$ cat config.mk
export PLATFORM = sky130hd
export DESIGN_NAME = decode_stage
export DESIGN_NICKNAME = d
export VERILOG_FILES = /design/src/rtl/decode_pkg.sv /design/src/rtl/regfile_scoreboard.sv /design/src/rtl/decode_stage.sv
export SDC_FILE = /design/constraint.sdc
export NUM_CORES = 1
export LEC_CHECK = 0
export CAP_MARGIN = 10
export CORE_ASPECT_RATIO = 0.8
export CORE_MARGIN = 2
export CORE_UTILIZATION = 43
export CTS_CLUSTER_DIAMETER = 150
export DETAILED_ROUTE_END_ITERATION = 8
export GPL_TIMING_DRIVEN = 1
export PLACE_DENSITY = 0.95
export SYNTH_ARGS = -nofsm -noshare
export SYNTH_HDL_FRONTEND = slang
export SYNTH_SLANG_ARGS = --single-unit
$ cat constraint.sdc
create_clock -name clk -period 2 [get_ports clk]
set_clock_uncertainty 0.1 [all_clocks]
set_input_delay 0.4 -clock clk [delete_from_list [all_inputs] [get_ports clk]]
set_output_delay 0.4 -clock clk [all_outputs]
set_load 0.01 [all_outputs]
$ cat src/rtl/decode_pkg.sv
// Shared constants and field helpers for the decode stage.
// Build with DECODE_SCOREBOARD_EN defined to enable the RAW-hazard scoreboard.
package decode_pkg;

  localparam int unsigned DEF_INSTRUCTION_WIDTH = 28;
  localparam int unsigned DEF_WIDTH_OPCODE      = 5;
  localparam int unsigned DEF_REGFILE_ADDR_BITS = 5;
  localparam int unsigned DEF_IMMEDIATE_WIDTH   = 8;
  localparam int unsigned DEF_DATA_WIDTH        = 32;
  localparam int unsigned DEF_NUM_INSTRUCTIONS  = 32;
  localparam int unsigned MASK_WIDTH            = 32;

  localparam int unsigned INSTR_NOP = 0;
  localparam int unsigned INSTR_ADD = 1;
  localparam int unsigned INSTR_LR  = 2;
  localparam int unsigned INSTR_SR  = 3;
  localparam int unsigned INSTR_LI  = 6;

  // Opcodes that write reg_dest (ADD, LR, LI) and that read it as accumulator/base (ADD, SR).
  localparam logic [MASK_WIDTH-1:0] DEF_WRITES_DEST_MASK = 32'h0000_0046;
  localparam logic [MASK_WIDTH-1:0] DEF_READS_DEST_MASK  = 32'h0000_000A;

  function automatic logic [31:0] field_extract(input logic [63:0] word,
                                                input int unsigned lsb,
                                                input int unsigned width);
    logic [63:0] shifted;
    logic [63:0] mask;
    shifted = word >> lsb;
    mask    = (64'd1 << width) - 64'd1;
    return 32'(shifted & mask);
  endfunction

endpackage

$ cat src/rtl/regfile_scoreboard.sv
// Pending-write bit per register with one set port, one clear port and two lookups.
// Register 0 is never marked pending; a same-cycle set and clear of one register leaves it set.
module regfile_scoreboard
  import decode_pkg::*;
#(
  parameter int unsigned ADDR_BITS = DEF_REGFILE_ADDR_BITS
) (
  input  logic                 clk,
  input  logic                 rst_n,
  input  logic                 i_set,
  input  logic [ADDR_BITS-1:0] i_set_addr,
  input  logic                 i_clr,
  input  logic [ADDR_BITS-1:0] i_clr_addr,
  input  logic [ADDR_BITS-1:0] i_rd0_addr,
  output logic                 o_rd0_pending_c,
  input  logic [ADDR_BITS-1:0] i_rd1_addr,
  output logic                 o_rd1_pending_c
);

  localparam int unsigned NUM_REGS = 2 ** ADDR_BITS;

  logic [NUM_REGS-1:0] r_pending;
  logic [NUM_REGS-1:0] w_set_mask;
  logic [NUM_REGS-1:0] w_clr_mask;

  always_comb begin
    w_set_mask = '0;
    w_clr_mask = '0;
    if (i_set && (i_set_addr != '0)) w_set_mask[i_set_addr] = 1'b1;
    if (i_clr)                       w_clr_mask[i_clr_addr] = 1'b1;
  end

  // Set applied after clear so a colliding issue keeps its pending bit.
  always_ff @(posedge clk or negedge rst_n) begin
    if (!rst_n) r_pending <= '0;
    else        r_pending <= (r_pending & ~w_clr_mask) | w_set_mask;
  end

  assign o_rd0_pending_c = r_pending[i_rd0_addr];
  assign o_rd1_pending_c = r_pending[i_rd1_addr];

endmodule

$ cat src/rtl/decode_stage.sv
// Registered decode stage between fetch and execute with valid/ready, flush and illegal detect.
// Define DECODE_SCOREBOARD_EN to add the RAW scoreboard stall; otherwise wb_* are ignored.
module decode_stage
  import decode_pkg::*;
#(
  parameter int unsigned INSTRUCTION_WIDTH = DEF_INSTRUCTION_WIDTH,
  parameter int unsigned WIDTH_OPCODE      = DEF_WIDTH_OPCODE,
  parameter int unsigned REGFILE_ADDR_BITS = DEF_REGFILE_ADDR_BITS,
  parameter int unsigned IMMEDIATE_WIDTH   = DEF_IMMEDIATE_WIDTH,
  parameter int unsigned DATA_WIDTH        = DEF_DATA_WIDTH,
  parameter int unsigned NUM_INSTRUCTIONS  = DEF_NUM_INSTRUCTIONS,
  parameter logic [MASK_WIDTH-1:0] WRITES_DEST_MASK = DEF_WRITES_DEST_MASK,
  parameter logic [MASK_WIDTH-1:0] READS_DEST_MASK  = DEF_READS_DEST_MASK
) (
  input  logic                         clk,
  input  logic                         rst_n,
  input  logic                         in_valid,
  input  logic [INSTRUCTION_WIDTH-1:0] in_instr,
  output logic                         in_ready,
  output logic                         out_valid,
  input  logic                         out_ready,
  output logic [WIDTH_OPCODE-1:0]      out_opcode,
  output logic [REGFILE_ADDR_BITS-1:0] out_reg_dest,
  output logic [REGFILE_ADDR_BITS-1:0] out_reg_source,
  output logic [DATA_WIDTH-1:0]        out_immediate,
  output logic [NUM_INSTRUCTIONS-1:0]  out_decoded,
  output logic                         out_illegal,
  input  logic                         flush,
  input  logic                         wb_valid,
  input  logic [REGFILE_ADDR_BITS-1:0] wb_addr
);

  localparam int unsigned OPCODE_LSB = INSTRUCTION_WIDTH - WIDTH_OPCODE;
  localparam int unsigned DEST_LSB   = OPCODE_LSB - REGFILE_ADDR_BITS;
  localparam int unsigned SRC_LSB    = DEST_LSB - REGFILE_ADDR_BITS;

  logic [WIDTH_OPCODE-1:0]      w_opcode;
  logic [REGFILE_ADDR_BITS-1:0] w_dest;
  logic [REGFILE_ADDR_BITS-1:0] w_src;
  logic [DATA_WIDTH-1:0]        w_imm;
  logic [NUM_INSTRUCTIONS-1:0]  w_decoded;
  logic                         w_illegal;
  logic                         w_hazard;
  logic                         w_accept;
  logic                         w_issue;

  assign w_opcode = WIDTH_OPCODE'(field_extract(64'(in_instr), OPCODE_LSB, WIDTH_OPCODE));
  assign w_dest   = REGFILE_ADDR_BITS'(field_extract(64'(in_instr), DEST_LSB, REGFILE_ADDR_BITS));
  assign w_src    = REGFILE_ADDR_BITS'(field_extract(64'(in_instr), SRC_LSB, REGFILE_ADDR_BITS));
  assign w_imm    = {{(DATA_WIDTH - IMMEDIATE_WIDTH){in_instr[IMMEDIATE_WIDTH-1]}},
                     in_instr[IMMEDIATE_WIDTH-1:0]};

  // An opcode outside the decoded range matches no bit, which is exactly the illegal case.
  always_comb begin
    w_decoded = '0;
    for (int unsigned k = 0; k < NUM_INSTRUCTIONS; k++) begin
      w_decoded[k] = (w_opcode == WIDTH_OPCODE'(k));
    end
  end

  assign w_illegal = ~|w_decoded;

`ifdef DECODE_SCOREBOARD_EN
  logic w_sb_set;
  logic w_src_pending;
  logic w_dest_pending;

  assign w_sb_set = w_issue & WRITES_DEST_MASK[out_opcode] & ~out_illegal;

  regfile_scoreboard #(
    .ADDR_BITS (REGFILE_ADDR_BITS)
  ) u_scoreboard (
    .clk             (clk),
    .rst_n           (rst_n),
    .i_set           (w_sb_set),
    .i_set_addr      (out_reg_dest),
    .i_clr           (wb_valid),
    .i_clr_addr      (wb_addr),
    .i_rd0_addr      (w_src),
    .o_rd0_pending_c (w_src_pending),
    .i_rd1_addr      (w_dest),
    .o_rd1_pending_c (w_dest_pending)
  );

  assign w_hazard = ((w_src != '0) & w_src_pending) |
                    ((w_dest != '0) & w_dest_pending & READS_DEST_MASK[w_opcode]);
`else
  logic w_unused_wb;
  assign w_unused_wb = ^{wb_valid, wb_addr};
  assign w_hazard    = 1'b0;
`endif

  assign in_ready = (~out_valid | out_ready) & ~w_hazard & ~flush;
  assign w_accept = in_valid & in_ready;
  assign w_issue  = out_valid & out_ready;

  // Output register: load on accept, drop on issue or flush, hold under backpressure.
  always_ff @(posedge clk or negedge rst_n) begin
    if (!rst_n) begin
      out_valid      <= 1'b0;
      out_opcode     <= '0;
      out_reg_dest   <= '0;
      out_reg_source <= '0;
      out_immediate  <= '0;
      out_decoded    <= '0;
      out_illegal    <= 1'b0;
    end else if (flush) begin
      out_valid <= 1'b0;
    end else if (w_accept) begin
      out_valid      <= 1'b1;
      out_opcode     <= w_opcode;
      out_reg_dest   <= w_dest;
      out_reg_source <= w_src;
      out_immediate  <= w_imm;
      out_decoded    <= w_decoded;
      out_illegal    <= w_illegal;
    end else if (w_issue) begin
      out_valid <= 1'b0;
    end
  end

endmodule

==> impl_metrics.csv, run 1 <==
group,metric,value,unit
outcome,run_status,"complete, no violations",
pwr,peakVddDrop,0.4740,mV
clock_tree,cts_buffer_depth,2,
routing,vias,1757,
placed_design,gp_congestion,0.7537,
timing,final.setup.tns,0,ns
die,design.die.area,6305,um^2
clock_tree,clock_insertion_delay_at_the_later_pin_of_the_skew_report,0.33,ns
timing,relSlewSlack,62.98,%
setup_path,critical_register_to_register_path_startpoint,"out_valid",
synth,synth.yosys.warnings,0,
pwr,power.static_leakage,1.670,nW
setup_path,critical_path_arrival,1.45,ns
timing,post-route-period-util,97.69,%
placed_design,io_buffers,109,
clock_tree,cts_num_sinks,57,
cells_and_area,share_of_final_layout_standard_cells_stronger_than_drive_strength_1,21.28,%
setup_path,maximum_fanout_along_the_worst_path,13,
setup_path,critical_path_start_end_classification,"reg -> out",
setup_path,reg2reg_setup_slack,0.38,ns
hold_path,hold_class,"reg -> reg",
synth,commonest_register_cell_after_synthesis,"dfrtp_1",
global_routing,vias_in_the_first_global_route,1833,
pwr,net-switching-power,809.2,uW
synth,synth.net_count,213,
routing,vias_per_cell,4.881,
clock_tree,clk_pin_slew_worst_paths,0.06,ns
routing,drtAntennaViolNets,0,
synth,synthDistinctLibCells,27,
setup_path,path_buf_inv,2,
synth,postSynthRegisterBits,57,
die,initial_utilization,44.71,%
setup_path,cpLargestDelayFamily,"buffers and inverters",
setup_path,regToRegEndpoint,"out_decoded[30]",
timing,clock.fmax,511.8,MHz
synth,seq_area_frac_synth,58.37,%
global_routing,grt_pass1_wl,9287,um
global_routing,track_usage,19.59,%
synth,synth_enable_flop_cells,0,
synth,synth_async_sr_flop_share,100.0,%
die,dieHeight,71.43,um
cells_and_area,antenna_cells_inserted,0,
clock_tree,cts_root_buffer,"clkbuf_8",
cells_and_area,layout.cells.most_common_list,"96 x clkdlybuf4s50_1, 56 x dfrtp_1, 17 x mux2_2, 16 x o2bb2ai_1, 12 x a22o_1",
setup_path,cp_slowest_stage_delay,0.48,ns
global_routing,antenna_found_initial,0,
placed_design,hpwlAfterDp,4134,um
cells_and_area,area_overhead_vs_synth,53.61,%
die,core,5465,um^2
setup_path,worst_ep_required_time,1.50,ns
clock_tree,cts_tree,"built",
global_routing,maximum_number_of_pins_on_one_net_before_global_route_repair,58,
timing,setup_violations,0,
clock_tree,htree_num_levels,3,
cells_and_area,num-nets-final,316,
setup_path,critical_path.startpoint_type,"flip-flop",
timing,period_minus_slack,1.954,ns
timing,tightestPinTransition,0.5510,ns
setup_path,r2r.worst_path.cells,4,
cells_and_area,final_standard_cell_utilization_of_the_core,68.68,%
pwr,swShare,25.85,%
routing,detailedRoute.firstPassIterationCount,4,
setup_path,timing.critical_path.cells,"buf_4, clkdlybuf4s50_1",
synth,syn-cell-area,2444,um^2
timing,final_hold_viol_count,0,
setup_path,cp_slowest_cell,"clkdlybuf4s50_1",
hold_path,min_delay_path_depth,1,
pwr,power.share.combinational,24.6,%
die,num_rows,24,
routing,drc_errors,0,
cells_and_area,most_frequent_standard_cell_in_the_layout_excluding_fill_and_tap_cells,"clkdlybuf4s50_1",
timing,timing_max_transition_violations_final,0,
pwr,seqPwrFrac,41.8,%
die,die_width,88.28,um
hold_path,min_delay_worst_endpoint,"out_decoded[6]",
hold_path,hold_path.startpoint,"out_decoded[6]",
routing,wl,5831,um
routing,detailedRoute.firstIterationViolations,79,
die,num_io_pins,121,
global_routing,grt_remaining_overflow,0,
job,max_cap_viol_count,0,
clock_tree,cts_inserted_buffers,9,
synth,avgSynthCellArea,14.04,um^2
pwr,internal_power,2.321,mW
setup_path,critical_path.endpoint_type,"output pin",
cells_and_area,fillerInstances,410,
routing,routed_wire_length_per_instance,16.20,um
synth,post_synth_inst_count,174,
timing,rsz0062_at_grt,"yes",
pwr,clockPowerShare,33.6,%
pwr,total_power_per_unit_cell_area,833.9,nW/um^2
[metrics by stage]
| step | cell area [um^2] | setup slack (ns) | total power, mW | instances | hold slack [ns] |
|---|---|---|---|---|---|
| after floorplan | 2444 | 0.5351 | 1.716 | 174 | 0.004409 |
| after global placement | 3518 | -0.1894 | 2.084 | 341 | 0.3198 |
| after detailed placement | 3518 | -0.2190 | 2.107 | 341 | 0.3352 |
| after CTS | 3721 | 0.0002035 | 3.162 | 358 | 0.3958 |
| after global routing | 3754 | -0.01708 | 3.284 | 360 | 0.4133 |
| final | 3754 | 0.04617 | 3.130 | 360 | 0.3896 |
[power by group through the flow]
stage	clock, mW	combinational (mW)	sequential (mW)
detailed placement	0	0.761	1.35
global route	1.14	0.822	1.32
CTS	1.08	0.755	1.33
finish	1.05	0.769	1.31
global placement	0	0.746	1.34
floorplan	0	0.330	1.39
[cells by family (layout without fill, tap and decap cells)]
kind of cell	after synthesis	in the layout	synth area share [%]
AOI/OAI and AO/OA	32	32	11.67
buffers and inverters	32	140	9.677
DFF	57	57	58.37
muxes	23	23	11.52
and+or+nand+nor	30	30	8.756
[synthesized netlist by cell type, types with 2 or more instances]
master     instances  area share [%]
nand2b_1           4             1.0
a32o_1             4             1.6
buf_4             24             7.4
o2bb2ai_1         16             5.7
nand2_1            2            0.31
nor3_1             2            0.41
nor2b_1            2            0.51
dfrtp_1           57              58
clkbuf_1           2            0.31
nor2_1             5            0.77
buf_6              3             1.4
mux2_2            17             7.8
mux2_4             6             3.7
nand3b_1           2            0.61
nor3b_1            2            0.61
buf_2              3            0.61
a22o_1            12             4.3
nand3_1            2            0.41
[sequential cells by signal, summed over array words and instances (netlist names)]
name            flops
out_decoded        32
out_immediate       8
out_valid           1
out_illegal         1
out_reg_dest        5
out_opcode          5
out_reg_source      5
[final cells by class]
type / instances / area (um^2) / area share [%]
clock buffers: 10 / 137.6 / 3.667
clock inverters: 6 / 57.56 / 1.533
multi-input cells: 85 / 780.7 / 20.80
flip-flops and latches: 57 / 1430 / 38.10
well taps: 78 / 97.59 / 2.600
repair buffers: 124 / 1250 / 33.30
[repair_timing]
action,CTS,global route
hold buffers,1,0
hold endpoints to repair,57,0
setup endpoints to repair,26,21
buffers inserted,0,2
resized for setup,7,7
pin swaps,0,0
[per-layer routing]
metal	track usage, %	vias up	part of all wire (%)
li1	-	816	-
met1	24.58	871	44
met2	31.41	68	48
met3	9.101	2	7.5
met4	4.040	0	0.24
met5	0	-	0
[worst max path at each step]
stage | slack (ns) | startpoint | endpoint | cells after the start
after detailed placement | -0.22 | out_ready | in_ready | 4
after CTS | 0.0002 | out_immediate[7] | out_immediate[15] | 1
final | 0.05 | out_immediate[7] | out_immediate[20] | 2
after global placement | -0.19 | out_ready | in_ready | 4
after floorplan | 0.54 | out_ready | out_opcode[0] | 5
after global routing | -0.02 | out_immediate[7] | out_immediate[14] | 2
No activity file was read; power rests on OpenSTA's default activity.
==> run 2, diff against run 1 <==
- CAP_MARGIN: 10 -> default
==> results of run 2 <==
No change in the layout: final DEF, timing and power equal those of run 1.
==> run 3, diff against run 2 <==
- CORE_ASPECT_RATIO: 0.8 -> 2
==> impl_metrics.csv, run 3 (synthesis gave the netlist of run 1 again) <==
group,metric,value,unit
die,dieHeight,110.6,um
pwr,total_power_per_unit_cell_area,836.2,nW/um^2
die,num_io_pins,121,
global_routing,met2_usage,33.64,%
routing,wl,5823,um
setup_path,maximum_fanout_along_the_worst_path,13,
routing,routed_wire_length_per_instance,17.49,um
placed_design,io_buffers,109,
hold_path,hold_class,"in -> async",
cells_and_area,final_standard_cell_utilization_of_the_core,67.09,%
routing,vias,1760,
timing,rsz0062_at_grt,"no",
setup_path,r2r.worst_path.cells,4,
global_routing,grt_remaining_overflow,0,
timing,period_minus_slack,1.942,ns
global_routing,maximum_number_of_pins_on_one_net_before_global_route_repair,31,
timing,relSlewSlack,56.76,%
cells_and_area,share_of_final_layout_standard_cells_stronger_than_drive_strength_1,19.41,%
global_routing,track_usage,19.05,%
timing,holdWs,-0.001026,ns
clock_tree,cts_buffer_depth,2,
clock_tree,cts_inserted_buffers,9,
timing,timing_max_transition_violations_final,0,
global_routing,grt_pass1_wl,9073,um
cells_and_area,most_frequent_standard_cell_in_the_layout_excluding_fill_and_tap_cells,"clkdlybuf4s50_1",
placed_design,hpwlAfterDp,4290,um
clock_tree,clk_pin_slew_worst_paths,0.06,ns
setup_path,worst_ep_required_time,1.50,ns
cells_and_area,largest_register_ff_count,32,
die,design.die.area,6339,um^2
placed_design,gp_congestion,0.7450,
routing,detailedRoute.firstIterationViolations,38,
setup_path,regToRegEndpoint,"out_decoded[30]",
setup_path,critical_path_arrival,1.44,ns
cells_and_area,num-nets-final,311,
clock_tree,clock_insertion_delay_at_the_later_pin_of_the_skew_report,0.32,ns
routing,vias_per_cell,5.285,
cells_and_area,fillerInstances,393,
cells_and_area,antenna_cells_inserted,0,
placed_design,dp.cells,319,
cells_and_area,layout_top_registers,"out_decoded (32), out_immediate (8)",
die,core,5468,um^2
setup_path,critical_path.startpoint_type,"flip-flop",
timing,final_hold_viol_count,5,
setup_path,worstSetupEndpoint,"out_immediate[23]",
setup_path,crit_start,"out_immediate[7]",
die,die_width,57.31,um
job,max_cap_viol_count,0,
die,num_rows,38,
pwr,power.static_leakage,1.565,nW
cells_and_area,layoutNonFillerInstCount,333,
routing,drc_errors,0,
global_routing,global_route.usage.met1,19.71,%
routing,detailedRoute.firstPassIterationCount,4,
setup_path,critical_register_to_register_path_startpoint,"out_valid",
outcome,violations,"negative hold slack",
routing,drtAntennaViolNets,0,
global_routing,antenna_found_initial,0,
global_routing,met3_usage_grt,5.386,%
cells_and_area,layout.cells.most_common_list,"106 x clkdlybuf4s50_1, 56 x dfrtp_1, 17 x mux2_2, 16 x o2bb2ai_1, 12 x a22o_1",
timing,tightestPinTransition,0.6486,ns
clock_tree,cts_num_sinks,57,
global_routing,vias_in_the_first_global_route,1753,
clock_tree,htree_num_levels,3,
setup_path,reg2reg_setup_slack,0.35,ns
cells_and_area,area_overhead_vs_synth,50.13,%
cells_and_area,regMostFlops,"out_decoded",
die,initial_utilization,44.69,%
clock_tree,cts_root_buffer,"clkbuf_8",
pwr,peakVddDrop,0.8186,mV
outcome,run_status,"finished, violations left",
clock_tree,cts_tree,"built",
setup_path,critical_path.endpoint_type,"output pin",
setup_path,critical_path_start_end_classification,"reg -> out",
global_routing,gr-max-usage-layer,"met2",
timing,post-route-period-util,97.08,%
timing,setup_violations,0,
timing,clock.fmax,515.0,MHz
[run 3: cell count changes in the layout (fill, tap and decap cells not counted), moves of 4 or more]
cell	delta
buf_4	-6
clkinv_2	-4
dlymetal6s2s_1	-7
clkdlybuf4s50_1	+10
dlygate4sd2_1	-4
[run 3: metal layers]
| layer | part of all wire (%) | vias up |
|---|---|---|
| met5 | 0 | - |
| met4 | 2.4 | 0 |
| met3 | 4.7 | 12 |
| li1 | - | 804 |
| met2 | 57 | 77 |
| met1 | 36 | 867 |
[run 3: report_power, final]
group | internal (mW) | switching (mW)
Combinational | 0.487 | 0.304
Sequential | 1.26 | 0.0565
Clock | 0.581 | 0.383
[run 3: final cells by class]
class                   instances  area (um^2)  share of cell area (%)
flip-flops and latches         57         1430                   38.98
repair buffers                119         1209                   32.95
multi-input cells              85        783.3                   21.35
clock buffers                  11        141.4                   3.854
well taps                      60        75.07                   2.046
clock inverters                 1        30.03                  0.8186
[run 3: metrics by stage]
step | total power, mW | TNS [ns] | area [um^2] | setup slack, ns
4_1_cts | 3.082 | 0 | 3641 | 0.002377
5_1_grt | 3.202 | 0 | 3669 | 0.003316
3_3_place_gp | 2.080 | -0.8224 | 3466 | -0.2642
2_1_floorplan | 1.716 | 0 | 2444 | 0.5351
3_5_place_dp | 2.105 | -1.138 | 3466 | -0.2705
6_report | 3.068 | 0 | 3669 | 0.05836
[run 3: repair_timing]
| item | 4_1_cts | 5_1_grt |
|---|---|---|
| gates resized for setup | 5 | 3 |
| buffers inserted | 0 | 2 |
| setup endpoints to repair | 26 | 25 |
| hold buffers | 0 | 0 |
[run 3: how the worst min path moves through the flow]
stage               slack [ns]  cells after the start         endpoint
finish                  -0.001                      1  out_decoded[11]
global route              0.04                      1   out_decoded[7]
CTS                       0.01                      1  out_decoded[29]
detailed placement        0.36                      1  out_decoded[22]
global placement          0.36                      1  out_decoded[22]
floorplan                0.004                      0   out_decoded[0]
[run 3: critical path, cell delays in order, from the launching register on]
cell             delay, ns
dfrtp_4               0.49
buf_6                 0.15
clkdlybuf4s50_1       0.48
